### config.mk
export PLATFORM = sky130hd
export DESIGN_NAME = cond_logic_unit_flat
export DESIGN_NICKNAME = d
export VERILOG_FILES = /design/src/rtl/cond_logic_unit_pkg.sv /design/src/rtl/cond_logic_unit_if.sv /design/src/rtl/cond_logic_unit_cond_check.sv /design/src/rtl/cond_logic_unit.sv /design/src/flat_wrapper.sv
export SDC_FILE = /design/constraint.sdc
export NUM_CORES = 1
export LEC_CHECK = 0
export CAP_MARGIN = 20
export CELL_PAD_IN_SITES_DETAIL_PLACEMENT = 0
export CELL_PAD_IN_SITES_GLOBAL_PLACEMENT = 1
export CORE_ASPECT_RATIO = 0.9
export CORE_UTILIZATION = 25
export DETAILED_ROUTE_END_ITERATION = 12
export PLACE_DENSITY_LB_ADDON = 0.15
export SYNTH_ARGS = -nofsm -noshare
export SYNTH_HDL_FRONTEND = slang
export SYNTH_SLANG_ARGS = --single-unit
### constraint.sdc
create_clock -name clk -period 2.3 [get_ports clk]
set_clock_uncertainty 0.2 [all_clocks]
set_input_delay 0.46 -clock clk [delete_from_list [all_inputs] [get_ports clk]]
set_output_delay 0.46 -clock clk [all_outputs]
set_load 0.1 [all_outputs]
### src/rtl/cond_logic_unit_pkg.sv
// Shared condition encodings and NZCV / FlagW bit positions for the condition stage.
// Optional COND_SKIP_CNT_EN build adds a squash counter; nothing here depends on it.
package cpu_cond_pkg;

    localparam logic [3:0] COND_EQ = 4'b0000;
    localparam logic [3:0] COND_NE = 4'b0001;
    localparam logic [3:0] COND_CS = 4'b0010;
    localparam logic [3:0] COND_CC = 4'b0011;
    localparam logic [3:0] COND_MI = 4'b0100;
    localparam logic [3:0] COND_PL = 4'b0101;
    localparam logic [3:0] COND_VS = 4'b0110;
    localparam logic [3:0] COND_VC = 4'b0111;
    localparam logic [3:0] COND_HI = 4'b1000;
    localparam logic [3:0] COND_LS = 4'b1001;
    localparam logic [3:0] COND_GE = 4'b1010;
    localparam logic [3:0] COND_LT = 4'b1011;
    localparam logic [3:0] COND_GT = 4'b1100;
    localparam logic [3:0] COND_LE = 4'b1101;
    localparam logic [3:0] COND_AL = 4'b1110;
    localparam logic [3:0] COND_NV = 4'b1111;

    localparam int FLAG_N = 3;
    localparam int FLAG_Z = 2;
    localparam int FLAG_C = 1;
    localparam int FLAG_V = 0;

    localparam int FW_NZ = 1;
    localparam int FW_CV = 0;

endpackage

### src/rtl/cond_logic_unit_if.sv
// Decoder/ALU-to-condition-stage bundle; master drives the instruction side, slave is the stage.
// SkipCnt exists only when COND_SKIP_CNT_EN is defined.
interface cond_logic_unit_if #(
    parameter int CNT_W = 16
);
    logic       en;
    logic [3:0] Cond;
    logic [3:0] ALUFlags;
    logic [1:0] FlagW;
    logic       PCS;
    logic       RegisterW;
    logic       MemoryW;
    logic       NoWrite;
    logic       PCSrc;
    logic       RegWrite;
    logic       MemWrite;
    logic       CondEx;
    logic [3:0] Flags;
`ifdef COND_SKIP_CNT_EN
    logic [CNT_W-1:0] SkipCnt;
`endif

    modport master (
        output en, Cond, ALUFlags, FlagW, PCS, RegisterW, MemoryW, NoWrite,
        input  PCSrc, RegWrite, MemWrite, CondEx, Flags
`ifdef COND_SKIP_CNT_EN
        , input SkipCnt
`endif
    );

    modport slave (
        input  en, Cond, ALUFlags, FlagW, PCS, RegisterW, MemoryW, NoWrite,
        output PCSrc, RegWrite, MemWrite, CondEx, Flags
`ifdef COND_SKIP_CNT_EN
        , output SkipCnt
`endif
    );

endinterface

### src/rtl/cond_logic_unit_cond_check.sv
// Combinational ARM condition evaluation of a 4-bit Cond field against NZCV; zero latency.
// Encoding 1111 is treated as always.
module cond_check
    import cpu_cond_pkg::*;
(
    input  logic [3:0] Cond,
    input  logic [3:0] Flags,
    output logic       CondEx
);

    logic n, z, c, v;

    assign n = Flags[FLAG_N];
    assign z = Flags[FLAG_Z];
    assign c = Flags[FLAG_C];
    assign v = Flags[FLAG_V];

    always_comb begin
        CondEx = 1'b1;
        case (Cond)
            COND_EQ: CondEx = z;
            COND_NE: CondEx = ~z;
            COND_CS: CondEx = c;
            COND_CC: CondEx = ~c;
            COND_MI: CondEx = n;
            COND_PL: CondEx = ~n;
            COND_VS: CondEx = v;
            COND_VC: CondEx = ~v;
            COND_HI: CondEx = c & ~z;
            COND_LS: CondEx = ~c | z;
            COND_GE: CondEx = (n == v);
            COND_LT: CondEx = (n != v);
            COND_GT: CondEx = ~z & (n == v);
            COND_LE: CondEx = z | (n != v);
            default: CondEx = 1'b1;
        endcase
    end

endmodule

### src/rtl/cond_logic_unit.sv
// NZCV register plus condition gating of PCS/RegisterW/MemoryW; strobes are zero-latency, flags update on the edge.
// No backpressure; COND_SKIP_CNT_EN adds a saturating count of squashed strobing instructions.
module cond_logic_unit
    import cpu_cond_pkg::*;
#(
    parameter logic [3:0] RESET_FLAGS = 4'b0000,
    parameter int         CNT_W       = 16
) (
    input  logic             clk,
    input  logic             reset,
    cond_logic_unit_if.slave bus
);

    logic [3:0] flags_q;
    logic       cond_pass;
    logic       cond_ex;

    cond_check u_cond_check (
        .Cond   (bus.Cond),
        .Flags  (flags_q),
        .CondEx (cond_pass)
    );

    // Reset masks the condition so no strobe escapes while flags are being forced.
    assign cond_ex      = cond_pass & ~reset;
    assign bus.CondEx   = cond_ex;
    assign bus.PCSrc    = bus.PCS & cond_ex;
    assign bus.RegWrite = bus.RegisterW & cond_ex & ~bus.NoWrite;
    assign bus.MemWrite = bus.MemoryW & cond_ex;
    assign bus.Flags    = flags_q;

    always_ff @(posedge clk or posedge reset) begin
        if (reset) begin
            flags_q <= RESET_FLAGS;
        end else if (bus.en && cond_ex) begin
            if (bus.FlagW[FW_NZ]) begin
                flags_q[FLAG_N] <= bus.ALUFlags[FLAG_N];
                flags_q[FLAG_Z] <= bus.ALUFlags[FLAG_Z];
            end
            if (bus.FlagW[FW_CV]) begin
                flags_q[FLAG_C] <= bus.ALUFlags[FLAG_C];
                flags_q[FLAG_V] <= bus.ALUFlags[FLAG_V];
            end
        end
    end

`ifdef COND_SKIP_CNT_EN
    logic [CNT_W-1:0] skip_q;
    logic             skip_evt;

    assign skip_evt    = bus.en & ~cond_ex & (bus.PCS | bus.RegisterW | bus.MemoryW);
    assign bus.SkipCnt = skip_q;

    always_ff @(posedge clk or posedge reset) begin
        if (reset) begin
            skip_q <= '0;
        end else if (skip_evt && !(&skip_q)) begin
            skip_q <= skip_q + {{(CNT_W-1){1'b0}}, 1'b1};
        end
    end
`endif

endmodule
### src/flat_wrapper.sv
// flat-port wrapper written by rule: the top's interface ports become plain ports
module cond_logic_unit_flat import cpu_cond_pkg::*;
#(
    parameter logic [3:0] RESET_FLAGS = 4'b0000,
    parameter int         CNT_W       = 16
)
  (clk, reset, bus_en, bus_Cond, bus_ALUFlags, bus_FlagW, bus_PCS, bus_RegisterW, bus_MemoryW, bus_NoWrite, bus_PCSrc, bus_RegWrite, bus_MemWrite, bus_CondEx, bus_Flags);
  cond_logic_unit_if #(.CNT_W(CNT_W)) bus_i ();
  input  logic clk;
  input  logic reset;
  input wire logic [$bits(bus_i.en)-1:0] bus_en;
  input wire logic [$bits(bus_i.Cond)-1:0] bus_Cond;
  input wire logic [$bits(bus_i.ALUFlags)-1:0] bus_ALUFlags;
  input wire logic [$bits(bus_i.FlagW)-1:0] bus_FlagW;
  input wire logic [$bits(bus_i.PCS)-1:0] bus_PCS;
  input wire logic [$bits(bus_i.RegisterW)-1:0] bus_RegisterW;
  input wire logic [$bits(bus_i.MemoryW)-1:0] bus_MemoryW;
  input wire logic [$bits(bus_i.NoWrite)-1:0] bus_NoWrite;
  output wire logic [$bits(bus_i.PCSrc)-1:0] bus_PCSrc;
  output wire logic [$bits(bus_i.RegWrite)-1:0] bus_RegWrite;
  output wire logic [$bits(bus_i.MemWrite)-1:0] bus_MemWrite;
  output wire logic [$bits(bus_i.CondEx)-1:0] bus_CondEx;
  output wire logic [$bits(bus_i.Flags)-1:0] bus_Flags;
  assign bus_i.en = bus_en;
  assign bus_i.Cond = bus_Cond;
  assign bus_i.ALUFlags = bus_ALUFlags;
  assign bus_i.FlagW = bus_FlagW;
  assign bus_i.PCS = bus_PCS;
  assign bus_i.RegisterW = bus_RegisterW;
  assign bus_i.MemoryW = bus_MemoryW;
  assign bus_i.NoWrite = bus_NoWrite;
  assign bus_PCSrc = bus_i.PCSrc;
  assign bus_RegWrite = bus_i.RegWrite;
  assign bus_MemWrite = bus_i.MemWrite;
  assign bus_CondEx = bus_i.CondEx;
  assign bus_Flags = bus_i.Flags;
  cond_logic_unit #(.RESET_FLAGS(RESET_FLAGS), .CNT_W(CNT_W)) u_core (.clk(clk), .reset(reset), .bus(bus_i));
endmodule
==> results of run 1 <==
critical path: stages (launching register included):
cell and delay (ns):
dfrtp_4 0.49, xnor2_2 0.15, buf_4 0.14, xnor2_2 0.13
o32ai_2 0.12, nor3_4 0.37, buf_4 0.19, nor2_2 0.04
buf_12 0.16
metrics by stage:
step / hold slack [ns] / std cells / power (mW) / cell area [um^2]
2_1_floorplan: 0.02609 / 39 / 0.7148 / 475.5
3_3_place_gp: 0.4657 / 97 / 0.9820 / 859.6
3_5_place_dp: 0.4738 / 97 / 0.9945 / 859.6
4_1_cts: 0.3775 / 104 / 1.138 / 930.9
5_1_grt: 0.4315 / 104 / 1.174 / 930.9
6_report: 0.3851 / 104 / 1.127 / 930.9
cells in the mapped netlist (2+ instances only):
cell type,n
o311ai_2,2
nand2b_1,2
nor3b_1,2
xor2_1,2
dfrtp_1,4
xnor2_1,3
nand3_1,2
nor2_1,2
mux2_1,4
path summary, 6_finish.rpt:
path                       slack (ns)                  end  cells after the start
hold / removal                   0.39  u_core.bus.Flags[3]                      3
min in group clk                 0.48  u_core.bus.Flags[1]                      2
setup / recovery                -0.40           bus_CondEx                      8
setup reg to reg                -0.04  u_core.bus.Flags[2]                      7
max in group asynchronous        1.35  u_core.bus.Flags[2]                      3
hold reg to reg                  0.48  u_core.bus.Flags[1]                      2
layer usage:
metal,vias to the layer above,part of all wire,global-route usage
li1,234,-,-
met1,219,0.40,0.2038
met2,19,0.52,0.3162
met3,4,0.044,0.01351
met4,0,0.033,0.1591
met5,-,0,0
final cells by class:
cell class / instances / area [um^2] / area share
repair buffers: 41 / 396.6 / 0.4261
multi-input cells: 33 / 367.9 / 0.3952
flip-flops and latches: 4 / 112.6 / 0.1210
well taps: 22 / 27.53 / 0.02957
clock buffers: 3 / 22.52 / 0.02419
inverters: 1 / 3.754 / 0.004032
cell families after synthesis:
logic type | synth area share
AO/OA/AOI/OAI | 0.2260
XOR/XNOR | 0.1084
multiplexers | 0.1362
buffers and inverters | 0.03714
flip-flops | 0.2477
AND/OR/NAND/NOR | 0.2446
repair_timing:
item	CTS	global route
pin swaps	8	4
resized for setup	15	0
setup endpoints to repair	8	8
setup buffers	4	0
report_power, final:
part	internal, mW	switching [mW]	leakage, nW	total [mW]
logic	0.329	0.544	0.324	0.873
registers	0.126	0.0410	0.0436	0.167
clock network	0.0584	0.0290	0.0138	0.0874
==> flow_metrics.env, run 1 <==
export IMPL_outcome="complete, but fails checks"
export IMPL_violations="negative setup slack"
export IMPL_grt_pass1_wl_um=2132
export IMPL_globalplace_congestion=0.6718
export IMPL_cts_inserted_buffers=3
export IMPL_fin_crit_sh=1.173
export IMPL_fmax_ghz=0.3707
export IMPL_synth_area_top_cells="dfrtp_1 25%, mux2_1 11%, o311ai_2 8.0%, xnor2_1 6.5%, xor2_1 4.3%"
export IMPL_antenna_found_initial=0
export IMPL_final_cell_mix="20 x buf_4, 12 x clkdlybuf4s50_1, 4 x mux2_1, 4 x buf_12"
export IMPL_die_w_um=44.38
export IMPL_htreeDepth=1
export IMPL_syn_area_um2=404.1
export IMPL_cts_sinks=4
export IMPL_rr_startpoint="u_core.bus.Flags[3]"
export IMPL_worstMarginPinSlew_ns=0.3890
export IMPL_cp_required_ns=1.64
export IMPL_wl_per_cell_um=12.95
export IMPL_path_clk_slew_ns=0.04
export IMPL_drcViolationCount=0
export IMPL_ys_seq_elements=4
export IMPL_drtAntennaViolNets=0
export IMPL_overflow=0
export IMPL_worst_slack_ns=-0.3979
export IMPL_avgSynthCellArea_um2=10.36
export IMPL_synth_fp_nets=56
export IMPL_rows=13
export IMPL_clk_latency_ns=0.24
export IMPL_ys_warn_count=0
export IMPL_grt_total_usage=0.1808
export IMPL_synth_edf_count=0
export IMPL_power_density_nw_per_um2=1211
export IMPL_cp_start_kind="flip-flop"
export IMPL_synth_cell_types=25
export IMPL_hp_class="in2async"
export IMPL_ctsLongestPathBuffers=2
export IMPL_end_kind="output pin"
export IMPL_final_hold_viol_count=0
export IMPL_cp_max_fo=4
export IMPL_maxSlewHeadroom=0.7398
export IMPL_vdd_drop_max_mv=0.9879
export IMPL_fillers=119
export IMPL_drtIter0Drc=3
export IMPL_routed_wl_um=1347
export IMPL_detailedPlacementHpwl_um=1090
export IMPL_finalNetCount=101
export IMPL_initial_core_util=0.2730
export IMPL_cts_tree="yes"
export IMPL_layout_drive_gt1_share=0.5732
export IMPL_core_area_um2=1480
export IMPL_die_area_um2=1782
export IMPL_syn_inst=39
export IMPL_port_buffers=24
export IMPL_critical_path_class="reg2out"
export IMPL_place_ws_ns=-0.7839
export IMPL_ys_seq_area_frac=0.2477
export IMPL_syn2layout_area_growth_pct=130.3
export IMPL_period_minus_slack_ns=2.698
export IMPL_viasPerCell=4.577
export IMPL_maxCapViolations=0
export IMPL_maxSlewViolCount=0
export IMPL_critPathLaunch="u_core.bus.Flags[3]"
export IMPL_die_h_um=40.15
export IMPL_grt_pass1_vias=501
export IMPL_ctsHoldBuffers=0
export IMPL_finalSetupViolCount=6
export IMPL_synth_ff_type="dfrtp_1"
export IMPL_yosysTopAreaCellShare=0.2477
export IMPL_leakagePower_nw=0.3812
export IMPL_worstPathArrival_ns=2.04
export IMPL_dr_pass1_iters=4
export IMPL_clockRootBuffer="clkbuf_4"
export IMPL_num_vias=476
export IMPL_synth_async_reset_ratio=1.000
export IMPL_final_common_cell="buf_4"
export IMPL_io_pins=25
export IMPL_yosys_area_top_type="dfrtp_1"
export IMPL_grt_max_degree=8
export IMPL_rsz0062_at_grt="yes"
export IMPL_finish_utilization=0.6289
export IMPL_largest_reg_flops=4
export IMPL_tns_ns=-1.527
export IMPL_diodes=0
Note: power is estimated with default switching activity, not from simulation.
==> inputs of run 2 (changes only) <==
- PLACE_DENSITY_LB_ADDON: 0.15 -> 0.08
==> flow_metrics.env, run 2 (synthesized netlist as in run 1, its figures left out) <==
export IMPL_htreeDepth=1
export IMPL_antenna_found_initial=0
export IMPL_io_pins=25
export IMPL_final_cell_mix="20 x buf_4, 12 x clkdlybuf4s50_1, 4 x buf_12"
export IMPL_stdcell_count=105
export IMPL_largest_reg_flops=4
export IMPL_wl_per_cell_um=13.01
export IMPL_grt_pass1_vias=524
export IMPL_fin_crit_sh=1.187
export IMPL_whs_ns=0.3962
export IMPL_grt_total_usage=0.1748
export IMPL_cts_sinks=4
export IMPL_regArea_um2=112.6
export IMPL_finalNetCount=102
export IMPL_cp_required_ns=1.64
export IMPL_clk_latency_ns=0.23
export IMPL_fmax_ghz=0.3662
export IMPL_critical_path_class="in2out"
export IMPL_cts_inserted_buffers=3
export IMPL_layout_drive_gt1_share=0.6265
export IMPL_maxCapViolations=0
export IMPL_hp_class="in2async"
export IMPL_cp_start_kind="input pin"
export IMPL_path_clk_slew_ns=0.04
export IMPL_maxSlewHeadroom=0.7388
export IMPL_syn2layout_area_growth_pct=148.6
export IMPL_ctsHoldBuffers=0
export IMPL_rsz0062_at_grt="yes"
export IMPL_outcome="complete, but fails checks"
export IMPL_worstMarginPinSlew_ns=0.3905
export IMPL_violations="negative setup slack"
export IMPL_multi_input_area_um2=435.4
export IMPL_finalSetupViolCount=8
export IMPL_die_area_um2=1782
export IMPL_power_density_nw_per_um2=1257
export IMPL_clockRootBuffer="clkbuf_4"
export IMPL_dr_pass1_iters=3
export IMPL_grt_pass1_wl_um=2173
export IMPL_finalPower_mw=1.262
export IMPL_globalplace_congestion=0.7204
export IMPL_drtAntennaViolNets=0
export IMPL_detailedPlacementHpwl_um=1025
export IMPL_viasPerCell=4.752
export IMPL_die_h_um=40.15
export IMPL_die_w_um=44.38
export IMPL_routed_wl_um=1366
export IMPL_cts_tree="yes"
export IMPL_leakagePower_nw=0.4108
export IMPL_period_minus_slack_ns=2.731
export IMPL_cp_max_fo=4
export IMPL_diodes=0
export IMPL_core_area_um2=1480
export IMPL_overflow=0
export IMPL_end_kind="output pin"
export IMPL_worst_slack_ns=-0.4306
export IMPL_drtIter0Drc=3
export IMPL_fillers=112
export IMPL_maxSlewViolCount=0
export IMPL_grt_max_degree=8
export IMPL_vdd_drop_max_mv=1.231
export IMPL_placed_cells=98
export IMPL_worstPathArrival_ns=2.07
export IMPL_final_common_cell="buf_4"
export IMPL_final_hold_viol_count=0
export IMPL_rows=13
export IMPL_initial_core_util=0.2730
export IMPL_port_buffers=24
export IMPL_drcViolationCount=0
export IMPL_num_vias=499
export IMPL_ctsLongestPathBuffers=2
-- run 2: power breakdown --
group | leakage (nW) | total [mW] | internal [mW] | switching [mW]
Combinational | 0.353 | 1.00 | 0.420 | 0.583
Clock | 0.0138 | 0.0839 | 0.0582 | 0.0258
Sequential | 0.0436 | 0.176 | 0.126 | 0.0498
-- run 2: what timing repair did --
item,CTS,global route
hold endpoints to repair,0,0
pin swaps,13,9
setup endpoints to repair,8,8
resized for setup,22,4
setup buffers,3,1
-- run 2: per-stage QoR --
stage	setup WS (ns)	utilization	setup TNS [ns]	cell area [um^2]
2_1_floorplan	-0.9618	-	-2.984	475.5
3_3_place_gp	-0.7601	0.5858	-4.782	867.1
3_5_place_dp	-0.8032	0.5858	-5.140	867.1
4_1_cts	-0.4514	0.6695	-1.591	991.0
5_1_grt	-0.5055	0.6788	-2.493	1005
6_report	-0.4306	0.6788	-1.854	1005
-- run 2: worst max-delay path, cell delays in order --
cell and delay, ns:
clkdlybuf4s15_1 0.18, and2_4 0.15, or3b_1 0.36, a41oi_2 0.25
nor3_4 0.12, nor4b_4 0.34, buf_12 0.21
-- run 2: final timing paths --
| path | startpoint | end | slack [ns] | cells after the start |
|---|---|---|---|---|
| min reg2reg | u_core.bus.Flags[1] | u_core.bus.Flags[1] | 0.48 | 2 |
| max in group asynchronous | reset | u_core.bus.Flags[3] | 1.33 | 3 |
| min | reset | u_core.bus.Flags[1] | 0.40 | 3 |
| max | bus_Cond[2] | bus_RegWrite | -0.43 | 7 |
| max reg2reg | u_core.bus.Flags[3] | u_core.bus.Flags[1] | -0.12 | 9 |
| min in group clk | u_core.bus.Flags[1] | u_core.bus.Flags[1] | 0.48 | 2 |
-- run 2: final cells by class --
type | instances | share of cell area
Inverter | 1 | 0.003736
Tap cell | 22 | 0.02740
Multi-Input combinational cell | 33 | 0.4334
Clock buffer | 3 | 0.02242
Timing Repair Buffer | 42 | 0.4010
Sequential cell | 4 | 0.1121
-- run 2: metal layers --
metal  up-vias  GRT usage  part of all wire
met1       241     0.1952              0.41
met4         0    0.06061                 0
li1        240          -                 -
met5         -          0                 0
met2        18     0.3272              0.55
met3         0    0.04505             0.036
